--- config.mk ---
export PLATFORM = sky130hd
export DESIGN_NAME = fwd_hazard_unit
export DESIGN_NICKNAME = d
export VERILOG_FILES = /design/src/rtl/fwd_pkg.sv /design/src/rtl/fwd_src_cmp.sv /design/src/rtl/fwd_hazard_unit.sv
export SDC_FILE = /design/constraint.sdc
export NUM_CORES = 1
export LEC_CHECK = 0
export ABC_AREA = 1
export CORE_MARGIN = 2
export CORE_UTILIZATION = 45
export DETAILED_ROUTE_END_ITERATION = 10
export MAX_ROUTING_LAYER = met4
export PLACE_DENSITY = 0.87
export SYNTH_ARGS = -nofsm -noshare
export SYNTH_HDL_FRONTEND = slang
export SYNTH_SLANG_ARGS = --single-unit
--- constraint.sdc ---
create_clock -name clk -period 5 [get_ports clk]
set_input_delay 0.5 -clock clk [delete_from_list [all_inputs] [get_ports clk]]
set_output_delay 0.5 -clock clk [all_outputs]
set_load 0.02 [all_outputs]
--- src/rtl/fwd_pkg.sv ---
// Shared helpers for the operand-forwarding unit: select-vector sizing and youngest-producer priority.
// Pure combinational functions; no latency, no backpressure.
package fwd_pkg;

    // Upper bound on producer stages the priority encoder is built for.
    localparam int MAX_STG = 8;

    // Widest select vector: one bit per producer stage plus the regfile bit.
    typedef logic [MAX_STG:0] fwd_sel_t;

    function automatic int sel_w(input int nstg);
        return nstg + 1;
    endfunction

    // Index of the regfile bit inside a select vector for an nstg-stage pipe.
    function automatic int sel_rf(input int nstg);
        return nstg;
    endfunction

    // Lowest set hit index below nstg (youngest producer); regfile index when none hit.
    function automatic int prio_idx(input logic [MAX_STG-1:0] hit, input int nstg);
        int idx;
        idx = sel_rf(nstg);
        for (int k = MAX_STG - 1; k >= 0; k--) begin
            if ((k < nstg) && hit[k]) begin
                idx = k;
            end
        end
        return idx;
    endfunction

endpackage

--- src/rtl/fwd_src_cmp.sv ---
// Per-source producer compare: hit vector, one-hot youngest-producer select, not-ready hazard flag.
// Combinational, 0 cycles; no backpressure (evaluated every cycle).
module fwd_src_cmp
    import fwd_pkg::*;
#(
    parameter int NSTG   = 3,
    parameter int AW     = 5,
    parameter int SUP_B0 = 1
) (
    input  logic [AW-1:0]      src_adr,
    input  logic               src_vld,
    input  logic [NSTG*AW-1:0] stg_rd_adr,
    input  logic [NSTG-1:0]    stg_wbk,
    input  logic [NSTG-1:0]    stg_rdy,
    input  logic [NSTG-1:0]    stg_stall,
    input  logic               b0_guard,
    output logic [NSTG:0]      sel,
    output logic               haz
);

    logic [MAX_STG-1:0] hit_pad;
    int                 win;

    always_comb begin
        hit_pad = '0;
        for (int k = 0; k < NSTG; k++) begin
            hit_pad[k] = src_vld & stg_wbk[k] & ~stg_stall[k]
                       & (stg_rd_adr[k*AW +: AW] != '0)
                       & (src_adr == stg_rd_adr[k*AW +: AW]);
        end
        // The stage-0 entry is the bubble inserted by our own stall last cycle.
        if ((SUP_B0 != 0) && b0_guard) begin
            hit_pad[0] = 1'b0;
        end
        win = prio_idx(hit_pad, NSTG);
        sel = (NSTG+1)'(1) << win;
        haz = |(sel[NSTG-1:0] & ~stg_rdy);
    end

endmodule

--- src/rtl/fwd_hazard_unit.sv ---
// ID-stage forwarding/hazard unit: registered one-hot bypass selects, load-use stall, stall counter.
// Latency: sel_ex/stall_ld_ex 1 cycle, stall_ld combinational; never backpressured, stall only freezes keep.
module fwd_hazard_unit
    import fwd_pkg::*;
#(
    parameter int NSRC   = 2,
    parameter int NSTG   = 3,
    parameter int AW     = 5,
    parameter int CNT_W  = 16,
    parameter int SUP_B0 = 1
) (
    input  logic                          clk,
    input  logic                          rst,
    input  logic [NSRC*AW-1:0]            src_adr,
    input  logic [NSRC-1:0]               src_vld,
    input  logic [NSTG*AW-1:0]            stg_rd_adr,
    input  logic [NSTG-1:0]               stg_wbk,
    input  logic [NSTG-1:0]               stg_rdy,
    input  logic [NSTG-1:0]               stg_stall,
    input  logic                          stall,
    input  logic                          stall_dly,
    input  logic                          rst_pipe,
    input  logic                          cnt_clr,
    output logic [NSRC*sel_w(NSTG)-1:0]   sel_ex,
    output logic                          stall_ld,
    output logic                          stall_ld_ex,
    output logic [CNT_W-1:0]              stall_cnt
);

    localparam int SW = sel_w(NSTG);

    logic [NSRC*SW-1:0] sel_nxt;
    logic [NSRC-1:0]    haz;
    logic               stall_pre;
    logic               keep;

    for (genvar s = 0; s < NSRC; s++) begin : g_src
        fwd_src_cmp #(
            .NSTG   (NSTG),
            .AW     (AW),
            .SUP_B0 (SUP_B0)
        ) u_cmp (
            .src_adr    (src_adr[s*AW +: AW]),
            .src_vld    (src_vld[s]),
            .stg_rd_adr (stg_rd_adr),
            .stg_wbk    (stg_wbk),
            .stg_rdy    (stg_rdy),
            .stg_stall  (stg_stall),
            .b0_guard   (stall_ld_ex),
            .sel        (sel_nxt[s*SW +: SW]),
            .haz        (haz[s])
        );
    end

    assign stall_pre = |haz;
    // While the pipe replays a stalled cycle, repeat the decision made before the stall.
    assign stall_ld  = stall_dly ? keep : stall_pre;

    always_ff @(posedge clk or posedge rst) begin
        if (rst) begin
            sel_ex      <= '0;
            stall_ld_ex <= 1'b0;
            keep        <= 1'b0;
        end else if (rst_pipe) begin
            sel_ex      <= '0;
            stall_ld_ex <= 1'b0;
            keep        <= 1'b0;
        end else begin
            sel_ex      <= sel_nxt;
            stall_ld_ex <= stall_ld;
            if (!stall) begin
                keep <= stall_ld;
            end
        end
    end

    always_ff @(posedge clk or posedge rst) begin
        if (rst) begin
            stall_cnt <= '0;
        end else if (cnt_clr) begin
            stall_cnt <= '0;
        end else if (stall_ld && (stall_cnt != '1)) begin
            stall_cnt <= stall_cnt + 1'b1;
        end
    end

endmodule

# == Yosys cells after proc, flatten, opt, wreduce, memory -nomap -nowiden ==
# Cells that the tools add are included.
# word_totals
ff_bits,26
latch_bits,0
ram_bits,0
mem_bits_ro,0
in_bits,42
output_inout_bits,26
wordCells,66
mem_count,0
# classes
addsub,1
n_mul,0
div_mod_pow,0
order_cmp,0
eq_ne,8
n_shift,2
mux,15
bitwise,30
n_reduce_logical,6
# ops
operator,n
$mux 32,4
$shl 1x32->4 const A,2
$mux 16,2
$eq 5x5->1,6
$and 1x1->1,24
$add 16x1->16 const B,1
$ne 16x16->1 const B,1
$reduce_bool 5->1,3
$mux 1,8
$mux 8,1
$and 3x3->3,2
$reduce_or 6->1,1
$not 1->1,3
$not 3->3,1
$ne 2x1->1 const B,1
$reduce_bool 2->1,1
$logic_and 1x1->1,1

# == Depth between registers and ports, before layout ==
# logic_depth
ltp_word,14
mapped_depth,16
depth_no_buf,15

# == Hierarchy ==
# Synthesis repeated with hierarchy kept, for this count alone.
# hier_totals
cells_unflattened,374
hier_area_um2,2210.9
# modules_own_cells
module,n_inst,cells_each,area_per_inst_um2,seq_area_each_um2
fwd_hazard_unit,1,188,1382.6,650.6
fwd_src_cmp,2,93,414.1,0.0

# == Least setup slack after synthesis ==
# No wires, ideal clock.
# synth_path
path_kind,register to register
startpoint,reg stall_cnt[0]
endpoint,reg stall_cnt[9]
setup_time_ns,0.118
arrival_time_ns,1.860
t_required_ns,4.882
setup_slack_ns,3.023
stages_incl_launch_ff,16
path_buffers,1
synth_period_minus_slack_ns,1.977
path_cell_list,dfrtp_1 > ha_1 > nand2_1 > inv_2 > nand2_1 > inv_2 > nand4_2 > nor2_2 > nand2_2 > nor2_4 > nand2_2 > nand3_4 > nand2_4 > buf_12 > nand2_2 > nand2_1
# synth_via
elab_chain_cells,3
# synth_rtl
element,line,text
"start, declared",fwd_hazard_unit.sv:27,output logic [CNT_W-1:0] stall_cnt
"start signal, assigned",fwd_hazard_unit.sv:83,stall_cnt <= stall_cnt + 1'b1;
$add 16x1->16 or $ne 16x16->1 (tied branches),"fwd_hazard_unit.sv:83, fwd_hazard_unit.sv:82",
$mux 16 or $logic_and 1x1->1 (tied branches),fwd_hazard_unit.sv:82,end else if (stall_ld && (stall_cnt != '1)) begin
$mux 16 or $reduce_bool 2->1 (tied branches),-,
# Parallel ways exist; a longest one is shown, timed or not. The select of a mux whose other input is x is not followed.
# A chain may end at the register's enable or synchronous reset.

# == Final worst setup path ==
# layout_path
startpoint,in src_adr[4]
endpoint,out stall_ld
# layout_via
elab_chain_cells,9
# layout_rtl
element,line,text
"start, declared",fwd_hazard_unit.sv:14,"input logic [NSRC*AW-1:0] src_adr,"
$eq 5x5->1,fwd_src_cmp.sv:29,& (src_adr == stg_rd_adr[k*AW +: AW]);
$and 1x1->1,fwd_src_cmp.sv:29,
$mux 1,fwd_pkg.sv:25,if ((k < nstg) && hit[k]) begin
$mux 32,fwd_pkg.sv:25,
$mux 32 *,fwd_pkg.sv:25,
$shl 1x32->4 *,fwd_src_cmp.sv:36,sel = (NSTG+1)'(1) << win;
$and 3x3->3 *,fwd_src_cmp.sv:37,haz = |(sel[NSTG-1:0] & ~stg_rdy);
$reduce_or 6->1 *,fwd_hazard_unit.sv:55,assign stall_pre = |haz;
$mux 1 *,fwd_hazard_unit.sv:57,assign stall_ld = stall_dly ? keep : stall_pre;
"end, declared",fwd_hazard_unit.sv:25,"output logic stall_ld,"
# Mark *: on every way between the ends. The rest lies on a longest branch, timed or not.

==> impl_metrics.yaml <==
detailed_routing:
  wl_per_cell_um: 11.4
  vias_per_cell: 4.85
  top_layer: "met4"
  wl_met3_um: 258
  via_count: 2211
  routed_wl_um: 5190
  ant_nets: 0
  drtIter0Drc: 196
  dr_wl_met2_um: 2610
  dr.pass1.iters: 4
  drc_errors: 0
  met1_length_um: 2250
pwr:
  p_seq_share_pct: 41.4
  pwr-share-comb_pct: 25.9
  p_sw_share_pct: 27.5
  peakVddDrop_v: 0.000114
  leakagePower_nw: 1.45
  p_int_mw: 0.388
  switching_power_mw: 0.147
  clkPwrFrac_pct: 32.7
  power.density_nw_per_um2: 183
final_layout:
  utilization_pct: 62.6
  mostFrequentLayoutCell: "nand2_1"
  design_area_um2: 2920
  layout.nets: 446
  final_cells: 456
  antenna_cells: 0
  area_growth_pct: 35.7
  drive_above_1_share_pct: 9.95
  final_cell_mix: "110 x nand2_1, 67 x clkdlybuf4s50_1, 51 x nor2_1"
floorplanning:
  die_h_um: 73.1
  initial_core_util_pct: 46.1
  num_io_pins: 68
  dieArea_um2: 5350
  row_count: 25
  fp.coreArea_um2: 4660
  die_x_um: 73.1
timing:
  min_period_ns: 3.15
  final.setup.tns_ns: 0
  rsz0062_at_grt: "no"
  setup_violations: 0
  max_freq_ghz: 0.317
  worst_pin_slew_ns: 0.973
  holdWs_ns: 0.595
  skew_ns: 0.00700
  slew-limit-headroom_pct: 35.1
  hold_viol_final: 0
  min_period_over_period_pct: 63.1
  slew_violations: 0
worst_hold_path:
  hold_class: "register to register"
  hold_path_depth: 2
flow_run:
  maxCapViolations: 0
cts:
  clockRootBuffer: "clkbuf_8"
  clockBufferDepth: 2
  clkLatencyLatePin_ns: 0.28
  cts_resized: 0
  cts_buffers: 3
  clkSinkCount: 26
  cts_max_level: 1
  cts_setup_buffers: 0
  holdBufCountCts: 0
  cts_tree: "done"
  cts.clk_slew.worst_paths_ns: 0.09
yosys:
  yosysSeqAreaShare_pct: 30.3
  ys_ff_latch: 26
  synth_nets: 380
  netlist_area_um2: 2150
  yosys.cell_types.count: 32
  synth_cells: 337
  synth_area_per_cell_um2: 6.38
  ys_warn_count: 0
placement:
  place_area_um2: 2850
  dp_hpwl_um: 4220
  numPortBuffers: 67
  dpl.cell_count: 452
  place_congestion: 0.890
global_routing:
  grt_pass1_vias: 2073
  grt.overflow.total: 0
  grt_max_degree: 27
  grt_usage_pct: 21.0
  antenna_found_initial: 0
  grt_pass1_wl_um: 8890
worst_setup_path:
  end_kind: "output pin"
  cp.required_ns: 4.50
  reg2regPathDepth: 14
  crit_type: "input port to output pin"
  path_cells: "clkdlybuf4s50_1 -> inv_1 -> nand2_1 -> nand2_1 -> nor2_1 -> nand2_1 -> nor2_2 -> nand3_2 -> nand2_1 -> nand2_1 -> nand3_2 -> nand2_1 -> inv_1 -> clkdlybuf4s50_1"
  crit_fanout: 4
  cp-start-kind: "input port"
  crit_path_frequent_cell: "nand2_1"
  slowest_stage: "clkdlybuf4s50_1"
  crit_path_max_incr_delay_ns: 0.60
  cp.arrival_ns: 2.65
outcome:
  status: "completed"
## metrics by stage
step	setup slack, ns	power [mW]
6_report	1.85	0.535
5_1_grt	1.63	0.563
4_1_cts	1.84	0.539
3_5_place_dp	1.85	0.365
3_3_place_gp	1.86	0.361
2_1_floorplan	3.02	0.300
## routing by layer
metal  global-route usage [%]  vias to the layer above
met5                        -                        -
met2                     37.5                       69
met1                     25.9                      976
met3                    0.829                        7
met4                     5.56                        0
li1                         -                     1159
## power by group through the flow
stage	Clock, mW	Sequential (mW)	Combinational (mW)
2_1_floorplan	0	0.230	0.0697
3_3_place_gp	0	0.225	0.136
3_5_place_dp	0	0.225	0.139
4_1_cts	0.178	0.221	0.140
5_1_grt	0.187	0.222	0.154
6_report	0.175	0.221	0.139
## flip-flops by register name, indices dropped and copies added (netlist names)
signal,cells
stall_cnt,16
stall_ld_ex,1
sel_ex,8
keep,1
## logic make-up (layout without fill, tap and decap cells)
family / Yosys count / after routing / share of synthesized area, %
simple gates: 230 / 230 / 48.7
buf+inv: 53 / 118 / 10.2
flops: 26 / 26 / 30.2
xor+xnor: 20 / 20 / 8.14
compound gates: 7 / 7 / 2.09
fa+ha+maj: 1 / 1 / 0.582
## critical path, delay by kind of cell
family | cells | cell delay [ns]
buf+inv | 4 | 1.29
simple gates | 10 | 0.85
## worst paths after layout
check,startpoint,to,slack (ns)
worst max-delay path,src_adr[4],stall_ld,1.85
worst min-delay path,stall_cnt[4],stall_cnt[4],0.60
worst max register to register,stall_cnt[0],stall_cnt[13],2.86
worst min register to register,stall_cnt[4],stall_cnt[4],0.60
max in group asynchronous,rst,sel_ex[2],3.66
min in group asynchronous,rst,stall_cnt[11],0.75
## cell type report
type / count / area (um^2)
Clock buffer: 3 / 41.3
Clock inverter: 1 / 30.0
Fill cell: 437 / 1740
Inverter: 47 / 176
Multi-Input combinational cell: 258 / 1280
Sequential cell: 26 / 651
Tap cell: 54 / 67.6
Timing Repair Buffer: 67 / 671
## synthesized netlist by cell type
| library cell | n | area share [%] |
|---|---|---|
| nand2_1 | 110 | 19 |
| nor2_1 | 51 | 8.9 |
| inv_1 | 36 | 6.3 |
| nand3_1 | 27 | 6.3 |
| dfrtp_1 | 26 | 30 |
| xnor2_1 | 15 | 6.1 |
| nand2_2 | 13 | 3.8 |
| inv_2 | 10 | 1.7 |
| nor3_1 | 9 | 2.1 |
| xor2_1 | 5 | 2.0 |
| nand4_1 | 4 | 1.2 |
| a21oi_1 | 3 | 0.70 |
| clkbuf_1 | 3 | 0.52 |
| nand3_2 | 3 | 1.4 |
| nor2_2 | 3 | 0.87 |
| nand2_4 | 2 | 1.0 |
| nor3b_1 | 2 | 0.70 |
| a211oi_1 | 1 | 0.35 |
| a21oi_2 | 1 | 0.41 |
| a31oi_1 | 1 | 0.29 |
| buf_1 | 1 | 0.17 |
| buf_12 | 1 | 0.93 |
| buf_4 | 1 | 0.35 |
| clkinv_1 | 1 | 0.17 |
| ha_1 | 1 | 0.58 |
| nand3_4 | 1 | 0.81 |
| nand3b_1 | 1 | 0.35 |
| nand4_2 | 1 | 0.58 |
| nor2_4 | 1 | 0.52 |
| nor3_4 | 1 | 0.76 |
| o21a_1 | 1 | 0.35 |
| or2_1 | 1 | 0.29 |
Note: power is estimated with default switching activity, not from simulation.
